### src/rtl/stochastic_mux_adder_n.sv
// stochastic_mux_adder_n: N-input stochastic adder, LFSR-driven MUX or OR.
// Consumes BIT_LENGTH beats per run and counts output ones.
module stochastic_mux_adder_n #(
    parameter int          N_IN       = 4,
    parameter int          BIT_LENGTH = 128,
    parameter logic [15:0] LFSR_SEED  = 16'hACE1,
    localparam int         SEL_W      = $clog2(N_IN),
    localparam int         CNT_W      = $clog2(BIT_LENGTH + 1)
) (
    input  logic             clk,
    input  logic             rst_n,
    input  logic             start_i,
    input  logic             mode_i,
    input  logic [N_IN-1:0]  in_bits_i,
    input  logic             in_valid_i,
    output logic             in_ready_o,
    output logic             y_o,
    output logic             y_valid_o,
    output logic [SEL_W-1:0] sel_out_o,
    output logic [CNT_W-1:0] ones_count_o,
    output logic             busy_o,
    output logic             done_o
);

    localparam logic [1:0] S_IDLE = 2'b00;
    localparam logic [1:0] S_RUN  = 2'b01;
    localparam logic [1:0] S_DONE = 2'b10;

    logic [1:0]       state_q, state_d;
    logic [15:0]      lfsr_q, lfsr_d;
    logic [CNT_W-1:0] bit_cnt_q, bit_cnt_d;
    logic [CNT_W-1:0] ones_q, ones_d;
    logic             mode_q, mode_d;
    logic             y_q, y_d;
    logic             y_valid_q, y_valid_d;
    logic [SEL_W-1:0] sel_q, sel_d;

    logic [SEL_W-1:0] sel;
    logic             y_comb;
    logic             lfsr_fb;

    assign sel     = lfsr_q[SEL_W-1:0];
    assign y_comb  = mode_q ? (|in_bits_i) : in_bits_i[sel];
    assign lfsr_fb = lfsr_q[15] ^ lfsr_q[13] ^ lfsr_q[12] ^ lfsr_q[10];

    // Next-state: run control, beat acceptance, LFSR step and counting
    always_comb begin
        state_d   = state_q;
        lfsr_d    = lfsr_q;
        bit_cnt_d = bit_cnt_q;
        ones_d    = ones_q;
        mode_d    = mode_q;
        y_d       = y_q;
        y_valid_d = 1'b0;
        sel_d     = sel_q;
        unique case (state_q)
            S_IDLE: begin
                if (start_i) begin
                    state_d   = S_RUN;
                    lfsr_d    = LFSR_SEED;
                    bit_cnt_d = '0;
                    ones_d    = '0;
                    mode_d    = mode_i;
                end
            end
            S_RUN: begin
                if (in_valid_i) begin
                    y_d       = y_comb;
                    y_valid_d = 1'b1;
                    sel_d     = sel;
                    ones_d    = ones_q + CNT_W'(y_comb);
                    bit_cnt_d = bit_cnt_q + 1'b1;
                    lfsr_d    = {lfsr_q[14:0], lfsr_fb};
                    if (bit_cnt_q == CNT_W'(BIT_LENGTH - 1)) begin
                        state_d = S_DONE;
                    end
                end
            end
            S_DONE: begin
                state_d = S_IDLE;
            end
            default: begin
                state_d = S_IDLE;
            end
        endcase
    end

    // State registers; reset aborts any run without a done pulse
    always_ff @(posedge clk or negedge rst_n) begin
        if (!rst_n) begin
            state_q   <= S_IDLE;
            lfsr_q    <= LFSR_SEED;
            bit_cnt_q <= '0;
            ones_q    <= '0;
            mode_q    <= 1'b0;
            y_q       <= 1'b0;
            y_valid_q <= 1'b0;
            sel_q     <= '0;
        end else begin
            state_q   <= state_d;
            lfsr_q    <= lfsr_d;
            bit_cnt_q <= bit_cnt_d;
            ones_q    <= ones_d;
            mode_q    <= mode_d;
            y_q       <= y_d;
            y_valid_q <= y_valid_d;
            sel_q     <= sel_d;
        end
    end

    assign in_ready_o   = (state_q == S_RUN);
    assign busy_o       = (state_q == S_RUN);
    assign done_o       = (state_q == S_DONE);
    assign y_o          = y_q;
    assign y_valid_o    = y_valid_q;
    assign sel_out_o    = sel_q;
    assign ones_count_o = ones_q;

endmodule

### config.mk
export PLATFORM = sky130hd
export DESIGN_NAME = stochastic_mux_adder_n
export DESIGN_NICKNAME = d
export VERILOG_FILES = /design/src/rtl/stochastic_mux_adder_n.sv
export SDC_FILE = /design/constraint.sdc
export NUM_CORES = 1
export LEC_CHECK = 0
export CAP_MARGIN = 20
export CORE_ASPECT_RATIO = 1.1
export CORE_MARGIN = 4
export CORE_UTILIZATION = 45
export DETAILED_ROUTE_END_ITERATION = 12
export PLACE_DENSITY_LB_ADDON = 0.3
export SYNTH_ARGS = -nofsm -noshare
export SYNTH_HDL_FRONTEND = slang
export SYNTH_SLANG_ARGS = --single-unit
### constraint.sdc
create_clock -name clk -period 5.4 [get_ports clk]
set_input_delay 0.54 -clock clk [delete_from_list [all_inputs] [get_ports clk]]
set_output_delay 0.54 -clock clk [all_outputs]
set_load 0.01 [all_outputs]
# Yosys cells after proc, flatten, opt, wreduce, memory -nomap -nowiden
# Cells that the tools add are included.
# word_totals
regBits	39
input_bits	9
wordCells	44
# classes
addsub	2
magnitude_cmp	1
eq_ne	6
mux	17
bitwise	3
reduce_logical	7
# op_table
op	n
two-way mux 16 bit	2
one-hot mux 16 bit (2 select lines)	1
one-hot mux 8 bit (2 select lines)	2
two-way mux 8 bit	3
adder 8 x 1 -> 8 bit	1
adder 8 x 1 -> 8 bit, second input constant	1
== test 8 x 7 -> 1 bit, second input constant	1
two-way mux 2 bit	3
AND reduction 3 bit	2
two-way mux 1 bit	4
inequality test 2 bit, second input constant	2
one-hot mux 2 bit (2 select lines)	1
AND reduction 2 bit	2
OR reduction 4 bit	1
< comparator 2 x 3 -> 1 bit, second input constant	1
XOR 1 bit	3
binary-select mux 1 bit (select 2 bit)	1
== test 2 x 1 -> 1 bit, second input constant	1
== test 2 bit, second input constant	1
logical NOT 2 bit	1
inequality test 2 x 1 -> 1 bit, second input constant	1
nonzero test 2 bit	1

# Logic depth before layout (Yosys ltp)
# Gate-level depths: netlist of the first run.
# logic_depth
ltp_word	6
depth_mapped	7
depth_no_buf	7

# Worst setup path after synthesis of the first run
# Ideal clock, no wire load.
# synth_timing
kind	input to register
start	in in_bits_i[0]
end	reg ones_q[4], in the netlist ones_count_o[4]
arrival_ns	1.858
required_time_ns	5.255
setup_slack_ns	3.397
path_stages	7
cell_sequence	or4_1 a21o_1 ha_1 ha_1 nand3_1 or4_1 a21oi_1
# synth_between
elab_chain_len	6
word_cells_on_any_way	7
# synth_rtl
item	line	rtl
start, declared	14	input logic [N_IN-1:0] in_bits_i,
binary-select mux 1 bit (select 2 bit)	43	assign y_comb = mode_q ? (|in_bits_i) : in_bits_i[sel];
two-way mux 1 bit (implied by the code)	43	
two-way mux 1 bit (*)	43	
named net y_comb	39	logic y_comb;
adder 8 x 1 -> 8 bit (*)	71	ones_d = ones_q + CNT_W'(y_comb);
two-way mux 8 bit (*)	67	if (in_valid_i) begin
one-hot mux 8 bit (2 select lines) (*)	56	unique case (state_q)
end signal, assigned	103	ones_q <= ones_d;
end, declared	32	logic [CNT_W-1:0] ones_q, ones_d;
# The timed path passes the listed nets; every way through them passes the cells marked *. The select of a mux whose other input is x is not followed.
# A chain may end at the register's enable or synchronous reset.

# Worst setup path after layout of the first run
# layout_timing
start	in in_valid_i
end	reg ones_q[5], in the netlist ones_count_o[5]
# layout_between
elab_chain_len	2
# layout_rtl
item	line	rtl
start, declared	15	input logic in_valid_i,
inequality test 2 bit (no line)	-	
AND reduction 3 bit (no line)	-	
# Every way passes these cells.

==> run summary, run 1 <==
Startpoint of the worst-slack reg-to-reg timing path: state_q[1]. After synthesis, flip-flops and latches occupy 56.61% of the total area. The final layout contains 186 nets. Global routing used 4.434% of the available met3 tracks. The run gives 0 as the final antenna-violating net count.

Placed cell count: 217. Setup repair after global routing left no endpoint under its margin. At the worst endpoint, the required time is 5.57 ns. 24 I/O pins were placed. The actual slew at the worst max-slew pin was 0.9506 ns; the number of global-route vias before repair was 1321. The multi-input combinational cell area is 699.4 µm².

A synthesized cell averages 11.61 µm². In the final routed layout, each cell accounts on average for 15.38 µm. For the met1 usage in global routing, the log shows 22.24%. The type of element launching the critical path was a primary input. The count of mapped cells out of synthesis is 150, and the effective utilization at floorplan is 47.28%. The run finished with clean final reports. The analysis attributes to cell leakage a power of 0.8800 nW. DRC marker count from the first detailed-route iteration: 64. Clock-pin slew was measured on the worst setup and hold paths at 0.08 ns. Routability-driven placement finished with a final weighted congestion of 0.7220. The worst pin sits at a relative slew slack of 36.62%. The wire length after detailed routing was 3.460 mm; the number of max-cap violations was 0.

The number of antenna violations at the first check in global routing is 0. The primary flip-flop cell chosen by synthesis mapping was dfrtp_1. The maximum operating frequency is 367.4 MHz, and the final non-filler cell total is 225. Clock latency on the worst-skew pair, taken at its later pin, is 0.29 ns. The area share of the largest cell type after synthesis was 44.54%; the count of warnings emitted by yosys was 0. Counting distinct cell types in the post-synthesis netlist gives 38. Across all register-to-register paths, the minimum setup slack is 2.90 ns. Number of buffers and inverters on the critical path: 2. The tree built by TritonCTS fans out to 39 sinks. In this run the critical register-to-register path is captured at ones_count_o[5]. The synthesized design contains 39 register bits.

The first-pass GRT wire length was 6.078 mm; the length in cells of the worst reg-to-reg path was 4. The detailed-route via count was 1270. Summed over all instances, the cell type with the most area after synthesis is dfrtp_1.

After synthesis the cells add up to 0.001742 mm². Ranked by total cell area, the synthesized netlist is headed by dfrtp_1 (45%), dfstp_2 (12%), a22o_1 (4.5%). The final antenna diode count is 0.

In the final timing run, aggregate negative setup slack is 0 ns. The clock root buffer is clkbuf_8. The tools report the placed wire-length estimate as 2.399 mm. The clock arrives with 0.009725 ns of skew. For the worst-case vdd ir drop, the log shows 0.2216 mV.

For this run, global-route usage on met2 was measured as 25.33%. The number of DRC violations after detailed routing is 0. Dividing total power by cell area gives a power density of 407.9 mW/mm².

By instance count, the leading cell after synthesis is dfrtp_1. The final number of setup-violating endpoints was 0. From left edge to right edge, the die measures 67.32 µm.

For this run, the share of the core covered by cells in the final layout is 56.76%. From bottom edge to top edge, the die measures 73.25 µm. Compared with the post-synthesis result, the final layout area differs by 20.04%. The total grt overflow is 0. Class of the tightest hold or removal check: in2async. After detailed routing, the number of vias per cell comes to 5.644. Walking the worst path, the cells encountered are clkdlybuf4s50_1, nand3b_1, inv_2, nor2_1, o41ai_1. The number of gates given a new drive strength after cts was 0; the share of final-layout standard cells stronger than drive strength 1 was 13.14%. The number of flops mapped to enable cells by yosys came out at 0. The final hold violation count came out at 0. The critical path start-end classification is in2reg.

The number of cell rows was 23; the core outline area was 0.003684 mm². On the critical path, the stage with the largest delay is an instance of nand3b_1. The run gives 40 as the pin count of the biggest net entering global routing. The run gives 162 as the number of nets produced by synthesis. TritonCTS built the clock tree. Counting instances in the post-synthesis netlist gives the leading cell types as dfrtp_1 (31), nand2_1 (15), a22o_1 (9). Counting along the longest clock path gives a buffer depth of 2. The logs give 5 for the CTS buffer count and 0 for the post-cts hold buffer count. The die area is 0.004931 mm², and the number of port buffers is 23. Among cell families on the critical path, the largest total delay comes from buffers and inverters. The final period demand of the worst path is 2.722 ns, and the highest cell delay on the worst timing path is 0.63 ns. The count of pins over their slew limit is 0. After global routing, the most crowded layer is met2. The tools report the total global-route track usage as 16.32%. The number of setup buffers added after CTS is 0. Registers take 985.9 µm². The maximum fanout along the worst path was 24; the first-pass iteration count of the detailed router was 4. CTS built an H-tree with a depth of 2.

Data on the critical path arrives at its endpoint at 2.89 ns. For this run, asynchronously set or reset flops after synthesis account for 100.0%. Fill cells in the final layout number 339.

STA classifies the critical path endpoint as a flip-flop. Portion of the clock cycle consumed by the worst path in the final layout: 50.41%.
## metrics by stage
step	total power [mW]	instance area (µm²)	setup WS [ns]	hold slack (ns)
6_report	0.8528	2091	2.678	0.3865
5_1_grt	0.9119	2091	2.287	0.4458
4_1_cts	0.8626	2091	2.665	0.4033
3_5_place_dp	0.6620	1999	2.388	0.4820
3_3_place_gp	0.6498	1999	2.491	0.4718
2_1_floorplan	0.5619	1742	3.397	0.2444
## registers in the layout (all words and copies together) (netlist names)
register and cells:
state_q 2, ones_count_o 8, sel_out_o 2, y_o 1, lfsr_q 16, mode_q 1
y_valid_o 1, bit_cnt_q 8
## layout make-up
type	instances	area share, %
flip-flops and latches	39	47.16
multi-input cells	98	33.45
repair buffers	23	10.77
clock buffers	7	4.129
well taps	50	2.992
inverters	7	1.257
clock inverters	1	0.2394
## worst max path at each step
stage                     slack, ns         endpoint    startpoint  cells past startpoint
after floorplan                3.40  ones_count_o[4]  in_bits_i[0]                      7
after global placement         2.49  ones_count_o[5]    in_valid_i                      5
after detailed placement       2.39  ones_count_o[5]    in_valid_i                      5
after CTS                      2.66  ones_count_o[5]    in_valid_i                      5
after global routing           2.29  ones_count_o[5]    in_valid_i                      5
final                          2.68  ones_count_o[5]    in_valid_i                      5
## power breakdown
group | switching, mW | internal (mW) | leakage (nW) | total (mW)
Clock | 0.0954 | 0.103 | 0.0482 | 0.198
Combinational | 0.0948 | 0.121 | 0.353 | 0.215
Sequential | 0.0632 | 0.376 | 0.478 | 0.439
Total | 0.253 | 0.599 | 0.880 | 0.853
## layer usage
| layer | part of all wire (%) | vias up | routed length, µm |
|---|---|---|---|
| li1 | - | 606 | - |
| met1 | 46 | 631 | 1593 |
| met2 | 49 | 31 | 1710 |
| met3 | 4.2 | 2 | 145 |
| met4 | 0.29 | 0 | 10 |
| met5 | 0 | - | 0 |
## kinds of logic after synthesis
kind of cell,after synthesis,synth area share (%)
and+or+nand+nor,44,14.22
AOI/OAI and AO/OA,43,18.61
DFF,39,56.61
buffers and inverters,13,3.233
muxes,5,3.664
xor gates and xnor gates,3,1.509
adders and majority gates,3,2.155
## worst reg2reg max path: stages (launching register included)
cell and delay [ns]:
dfrtp_1 0.45, nand3b_1 0.73, inv_2 0.51, nor2_1 0.27, o41ai_1 0.44
## layout by cell type (no fill, tap or decap), types with 2 or more instances in the layout
master           synthesis  final
inv_1                    6      6
nand4_1                  2      2
o22a_1                   7      7
a21oi_1                  8      8
a22o_1                   9      9
ha_1                     3      3
nand2b_1                 4      4
or4_1                    5      5
or3_1                    4      4
o21ai_0                  8      8
dfstp_2                  8      8
o31ai_1                  4      4
clkdlybuf4s50_1          0     22
xnor2_1                  3      3
nand3_1                  5      5
nand2_1                 15     15
o311ai_1                 2      2
mux2i_1                  3      3
dfrtp_1                 31     31
clkbuf_8                 0      6
No activity file was read; power rests on OpenSTA's default activity.
==> run 2: changes to the inputs <==
==> constraint.sdc (replaced) <==
create_clock -name clk -period 2.8 [get_ports clk]
set_input_delay 0.28 -clock clk [delete_from_list [all_inputs] [get_ports clk]]
set_output_delay 0.28 -clock clk [all_outputs]
set_load 0.01 [all_outputs]
==> run 2 against run 1 <==
Net effect: first-iteration DRC count shrank 17%; core utilization grew 1.1 points; sequential share of layout area fell by 0.86 points; via count grew 2.3%; worst setup slack worse by 2.0 ns; global-route usage grew 0.20 points; wire length rose by 4.8%; clock skew down 0.0041 ns; register-to-register slack worse by 2.2 ns; non-clock buffer count up 4; hold slack worse by 0.26 ns; critical path type is now reg2reg; largest power group unchanged.
==> run summary, run 2 (synthesized netlist as in run 1, its figures left out) <==
The logs give 1299 (+2.3%) for the detailed-route via count and 0.29 ns (about the same) for the clock latency at the later pin of the worst-skew pair. The logs give 0.005671 ns (-0.004054 ns) for the final setup skew and 6.078 mm (unchanged) for the first-pass GRT wire length. The routed length per instance was 15.83 µm (+3.0%); the number of global-route vias before repair was 1236 (-6.4%). The width of the die came out at 67.32 µm (unchanged). Critical path start-end classification: reg2reg.

The tools report the relative slew slack as 36.44% (-0.18 points). The DRC marker count from the first detailed-route iteration came out at 53 (-17%). The register clock-pin slew on the reported worst setup and hold paths came out at 0.08 ns (about the same). The maximum fanout along the worst path was 3 (-88%).

The type of element launching the critical path is a flip-flop. The worst path uses 75.31% of the clock period. Placed cell count: 221 (+1.8%). The final weighted congestion of routability-driven global placement is 0.7121 (-1.4%), and the final-layout setup total negative slack is 0 ns (unchanged). The met2 track utilization from global routing was 25.76% (+0.44 points). Number of port buffers: 23 (unchanged). The clock root buffer is clkbuf_8. The die boundary height is 73.25 µm (unchanged), and the worst-case vdd ir drop is 0.4542 mV (+100%). The tools report the critical path capture point type as a flip-flop. The detailed-route vias per instance is 5.672 (+0.50%), and the pin count of the biggest net entering global routing is 40 (unchanged).

The number of flip-flops in the largest register is 16 (unchanged). The critical path goes through mux4_2, a21o_1, ha_1, ha_1, nand3_1, o311ai_1, o41ai_2. The flow ran to the end, and the final reports show no timing, DRC or antenna violations.

The CTS buffer count was 5 (unchanged). In the layout the commonest cells are dfrtp_1 (31), clkdlybuf4s50_1 (22), nand2_1 (15). For the core outline area, the log shows 0.003684 mm² (unchanged).

The count of H-tree levels built during CTS is 2 (unchanged). The number of DRC violations after detailed routing is 0 (unchanged), and the actual slew at the worst max-slew pin is 0.9534 ns (+0.002772 ns). The buffer levels on the longest clock path is 2 (unchanged). The number of gates given a new drive strength after cts was 0 (unchanged); the total clock sinks was 39 (unchanged).

The final period demand of the worst path works out to 2.109 ns. The run gives 4.587% (+0.15 points) as the global-route met3 utilization. The met1 usage in global routing was 21.69% (-0.56 points); the number of antenna violations at the first check in global routing was 0 (unchanged). The run gives 229 (+1.8%) as the final non-filler cell total. For the number of post-CTS setup repair buffers, the log shows 0 (unchanged). Final hold violation count: 0 (unchanged). Placed wire-length estimate: 2.488 mm (+3.7%). TritonCTS built the clock tree. Master of the slowest instance on the critical path: dfstp_2.

The post-cts hold buffer count was 0 (unchanged). The leakage dissipation came out at 0.9024 nW (+2.5%). The share of final-layout standard cells stronger than drive strength 1 was 15.08% (+1.9 points); the maximum operating frequency was 474.2 MHz. The ratio of total power to cell area works out to 791.1 mW/mm² (+94%). Count of pins over their slew limit: 0 (unchanged). The tools report the final number of setup-violating endpoints as 0 (unchanged). The final net count is 190 (+2.2%), and the number of cell rows is 23 (unchanged). Synthesis-to-finish area growth: 22.27%.

The tightest min-delay check is of the in2async type. The total grt overflow was 0 (unchanged); the number of max-cap violations was 0 (unchanged). Setup repair after global routing left no endpoint under its margin.

The run gives 0 (unchanged) as the final antenna-violating net count. More flip-flops sit in one register than any other, and that register is lfsr_q. The tools report the required time at the endpoint of the critical path as 2.99 ns (-2.58 ns). The data arrival time at the worst-slack endpoint is 2.29 ns (-0.60 ns).

The run gives 3.626 mm (+4.8%) as the wire length after detailed routing. The final antenna diode count was 0 (unchanged); the highest cell delay on the worst timing path was 0.57 ns (-0.06 ns). The cell that appears most often on the critical path is ha_1.

The effective utilization at floorplan was 47.28% (unchanged). The first-pass iteration count of the detailed router is 4 (unchanged). Busiest layer in global routing: met2. The run gives 16.53% (+0.20 points) as the total global-route track usage. For the I/O pin count, the log shows 24 (unchanged). The library cell used most frequently in the layout, excluding fill and tap cells, is dfrtp_1. The die area was 0.004931 mm² (unchanged).
[run 2: cell types whose count changed in the layout (fill, tap and decap cells not counted)]
cell / previous run / this run
clkinv_2: 1 / 0
clkbuf_8: 6 / 7
buf_4: 0 / 4
[run 2: routing by layer]
layer,vias up,routed length [µm]
met4,0,51
li1,615,-
met5,-,0
met3,6,154
met2,23,1770
met1,655,1650
[run 2: final timing paths]
path | start | end | slack [ns] | cells past startpoint
worst min-delay path | rst_n | bit_cnt_q[7] | 0.13 | 1
worst min register to register | mode_q | mode_q | 0.50 | 2
worst max-delay path | lfsr_q[0] | ones_count_o[6] | 0.69 | 7
min in group clk | mode_q | mode_q | 0.50 | 2
worst max register to register | lfsr_q[0] | ones_count_o[6] | 0.69 | 7
max in group asynchronous | rst_n | lfsr_q[2] | 2.08 | 1
[run 2: metrics by stage]
step / setup slack (ns) / hold slack [ns] / power, mW / instance area, µm² / util, %
6_report: 0.6914 / 0.1269 / 1.685 / 2130 / 57.81
3_5_place_dp: 0.5222 / 0.4775 / 1.275 / 2029 / 55.10
2_1_floorplan: 0.8569 / -0.01559 / 1.084 / 1742 / -
3_3_place_gp: 0.6075 / 0.4609 / 1.255 / 2029 / 55.10
4_1_cts: 0.6787 / 0.1620 / 1.699 / 2130 / 57.81
5_1_grt: 0.6019 / 0.2068 / 1.788 / 2130 / 57.81
[run 2: report_power, final]
part           total, mW  internal [mW]  switching [mW]
clock network      0.417          0.225           0.192
logic              0.420          0.237           0.182
registers          0.848          0.724           0.124
[run 2: final cells by class]
cell class | instances | area, µm²
Inverter | 7 | 26.28
Clock buffer | 8 | 100.1
Tap cell | 50 | 62.56
Sequential cell | 39 | 985.9
Multi-Input combinational cell | 98 | 699.4
Fill cell | 335 | 1554
Timing Repair Buffer | 27 | 255.2
[run 2: worst max-delay path: cells and delay by family, from the launching register on]
kind	cells	cell delay, ns
flops	1	0.57
compound gates	3	0.38
mux	1	0.50
fa+ha+maj	2	0.41
simple gates	1	0.14
==> edit (settings of run 2) <==
Put one more register stage on the output `ones_count_o`, cleared by the reset. The value now appears one clock later. The other outputs are not delayed to match.
--- a/src/rtl/stochastic_mux_adder_n.sv
+++ b/src/rtl/stochastic_mux_adder_n.sv
@@ -115,5 +115,11 @@
     assign y_valid_o    = y_valid_q;
     assign sel_out_o    = sel_q;
-    assign ones_count_o = ones_q;
+    always_ff @(posedge clk or negedge rst_n) begin
+        if (!rst_n) begin
+            ones_count_o <= '0;
+        end else begin
+            ones_count_o <= ones_q;
+        end
+    end
 
 endmodule
Check against the original RTL: not equivalent (Yosys sat finds a counterexample within 4 cycles, from zero or initial values and one cycle with rst_n low).
==> edit against run 2 <==
  * Power rose by 8.7%
  * Area after synthesis rose by 11%
  * Fmax rose by 2.4%
  * Hold slack improved by 180 ps
  * Non-clock buffer count rose by 1
  * Sequential share of layout area rose by 4.8 points
  * Highest routed layer unchanged
  * Routed wire length rose by 2.2%
  * Cell area rose by 8.9%
  * Sequential cell count rose by 8
  * Setup slack improved by 49 ps
  * Clock power fell by 3%
  * Largest power group unchanged
==> edit: results (changes against run 2) <==
{
  "grt": {
    "aggregate_global_route_resource_usage": {"value": 0.1516, "change": "-0.01363"},
    "maximum_number_of_pins_on_one_net_before_global_route_repair": {"value": 48, "change": "+20%"},
    "gr-usage-met2": {"value": 0.2463, "change": "-0.01139"},
    "first_global_vias": {"value": 1411, "change": "+14%"},
    "grt_first_pass_wirelength": {"value": 6596, "unit": "um", "change": "+8.5%"},
    "grt_util_met1": {"value": 0.1876, "change": "-0.02931"}
  },
  "placed_design": {
    "place.detailed.hpwl": {"value": 2440, "unit": "um", "change": "-1.9%"},
    "place.gp.congestion": {"value": 0.8600, "change": "+21%"},
    "placedInstanceArea": {"value": 2201, "unit": "um^2", "change": "+8.4%"}
  },
  "setup_path": {
    "critical_path.max_fanout": {"value": 4, "change": "+1"},
    "regToRegEndpoint": "ones_q[4]$_DFFE_PN0P_",
    "r2r_slack": {"value": 740, "unit": "ps", "change": "+50 ps"},
    "endpoint": "ones_q[4]$_DFFE_PN0P_"
  },
  "layout": {
    "fraction_of_final_layout_cells_sized_beyond_drive_strength_1": {"value": 0.1230, "change": "-0.02784"}
  },
  "timing": {
    "finClkSkew": {"value": 3.400, "unit": "ps", "change": "-2.271 ps"},
    "worst_slew_pin_slew": {"value": 892.3, "unit": "ps", "change": "-61.15 ps"}
  },
  "logic_synthesis": {
    "synth_seq_area_share": {"value": 0.6140, "change": "+0.04790"},
    "synth_adder_area_share": {"value": 0.01943, "change": "-0.002122"},
    "synth_cell_types": {"value": 37, "change": "-2.6%"},
    "synth.area.top_cells": "dfrtp_1 (51%), dfstp_2 (11%), a22o_1 (5.0%)",
    "muxShareOfSynthArea": {"value": 0.02785, "change": "-0.008788"},
    "syn_nets": {"value": 171, "change": "+5.6%"},
    "synth-compound-area-share": {"value": 0.1703, "change": "-0.01573"},
    "synth-xor-area-share": {"value": 0.01360, "change": "-0.001485"}
  },
  "routing": {
    "avgViaCountPerCell": {"value": 5.657, "change": "-0.27%"},
    "wirelength_met1": {"value": 1684, "unit": "um", "change": "+2.1%"},
    "dr_wl_met2": {"value": 1798, "unit": "um", "change": "+1.6%"},
    "totalWireLength": {"value": 3707, "unit": "um", "change": "+2.2%"}
  },
  "clocking": {
    "buffer_levels_on_the_longest_clock_path": {"value": 2, "change": "unchanged"},
    "postCtsSetupRepairBufs": {"value": 0, "change": "unchanged"}
  },
  "power": {
    "leakagePower": {"value": 0.0009775, "unit": "uW", "change": "+8.3%"},
    "sequentialPowerShare": {"value": 0.546, "change": "+0.043"},
    "max-vdd-ir-drop": {"value": 0.0004616, "unit": "V", "change": "+1.6%"},
    "pwr.group.clock": {"value": 406, "unit": "uW", "change": "-3%"}
  },
  "outcome": {
    "run_status": "finished, final reports clean"
  },
  "worst_hold_path": {
    "min-delay-path-class": "primary input to async pin"
  }
}
-- edit: cell type report --
cell class	count	area, um^2
multi-input combinational	99	683.2
fill	347	1734
inverter	5	18.77
tap	52	65.06
clock buffer	5	68.82
timing repair buffer	28	277.8
sequential	47	1186
clock inverter	3	20.02
-- edit: cell families (layout without fill, tap and decap cells) --
logic type      Yosys count  in the layout
fa+ha+maj                 3              3
xor+xnor                  3              3
compound gates           45             45
buf+inv                  13             41
mux                       4              4
simple gates             44             44
flops                    47             47
-- edit: stage by stage --
step                hold slack, ps  std cells  setup slack, ps  total power, uW
global route                 308.1        239            595.0             1949
detailed placement           388.4        229            548.7             1435
floorplan                   -15.59        159            851.2             1241
finish                       310.7        239            740.0             1831
global placement             390.5        229            598.1             1416
CTS                          176.0        237            743.5             1845
-- edit: critical path, cell delays in order (launching register included) --
cell and delay (ps):
dfstp_2 580, mux4_2 500, a21o_1 180, ha_1 200
ha_1 220, nand3_1 100, o21ai_0 80, a21oi_1 130
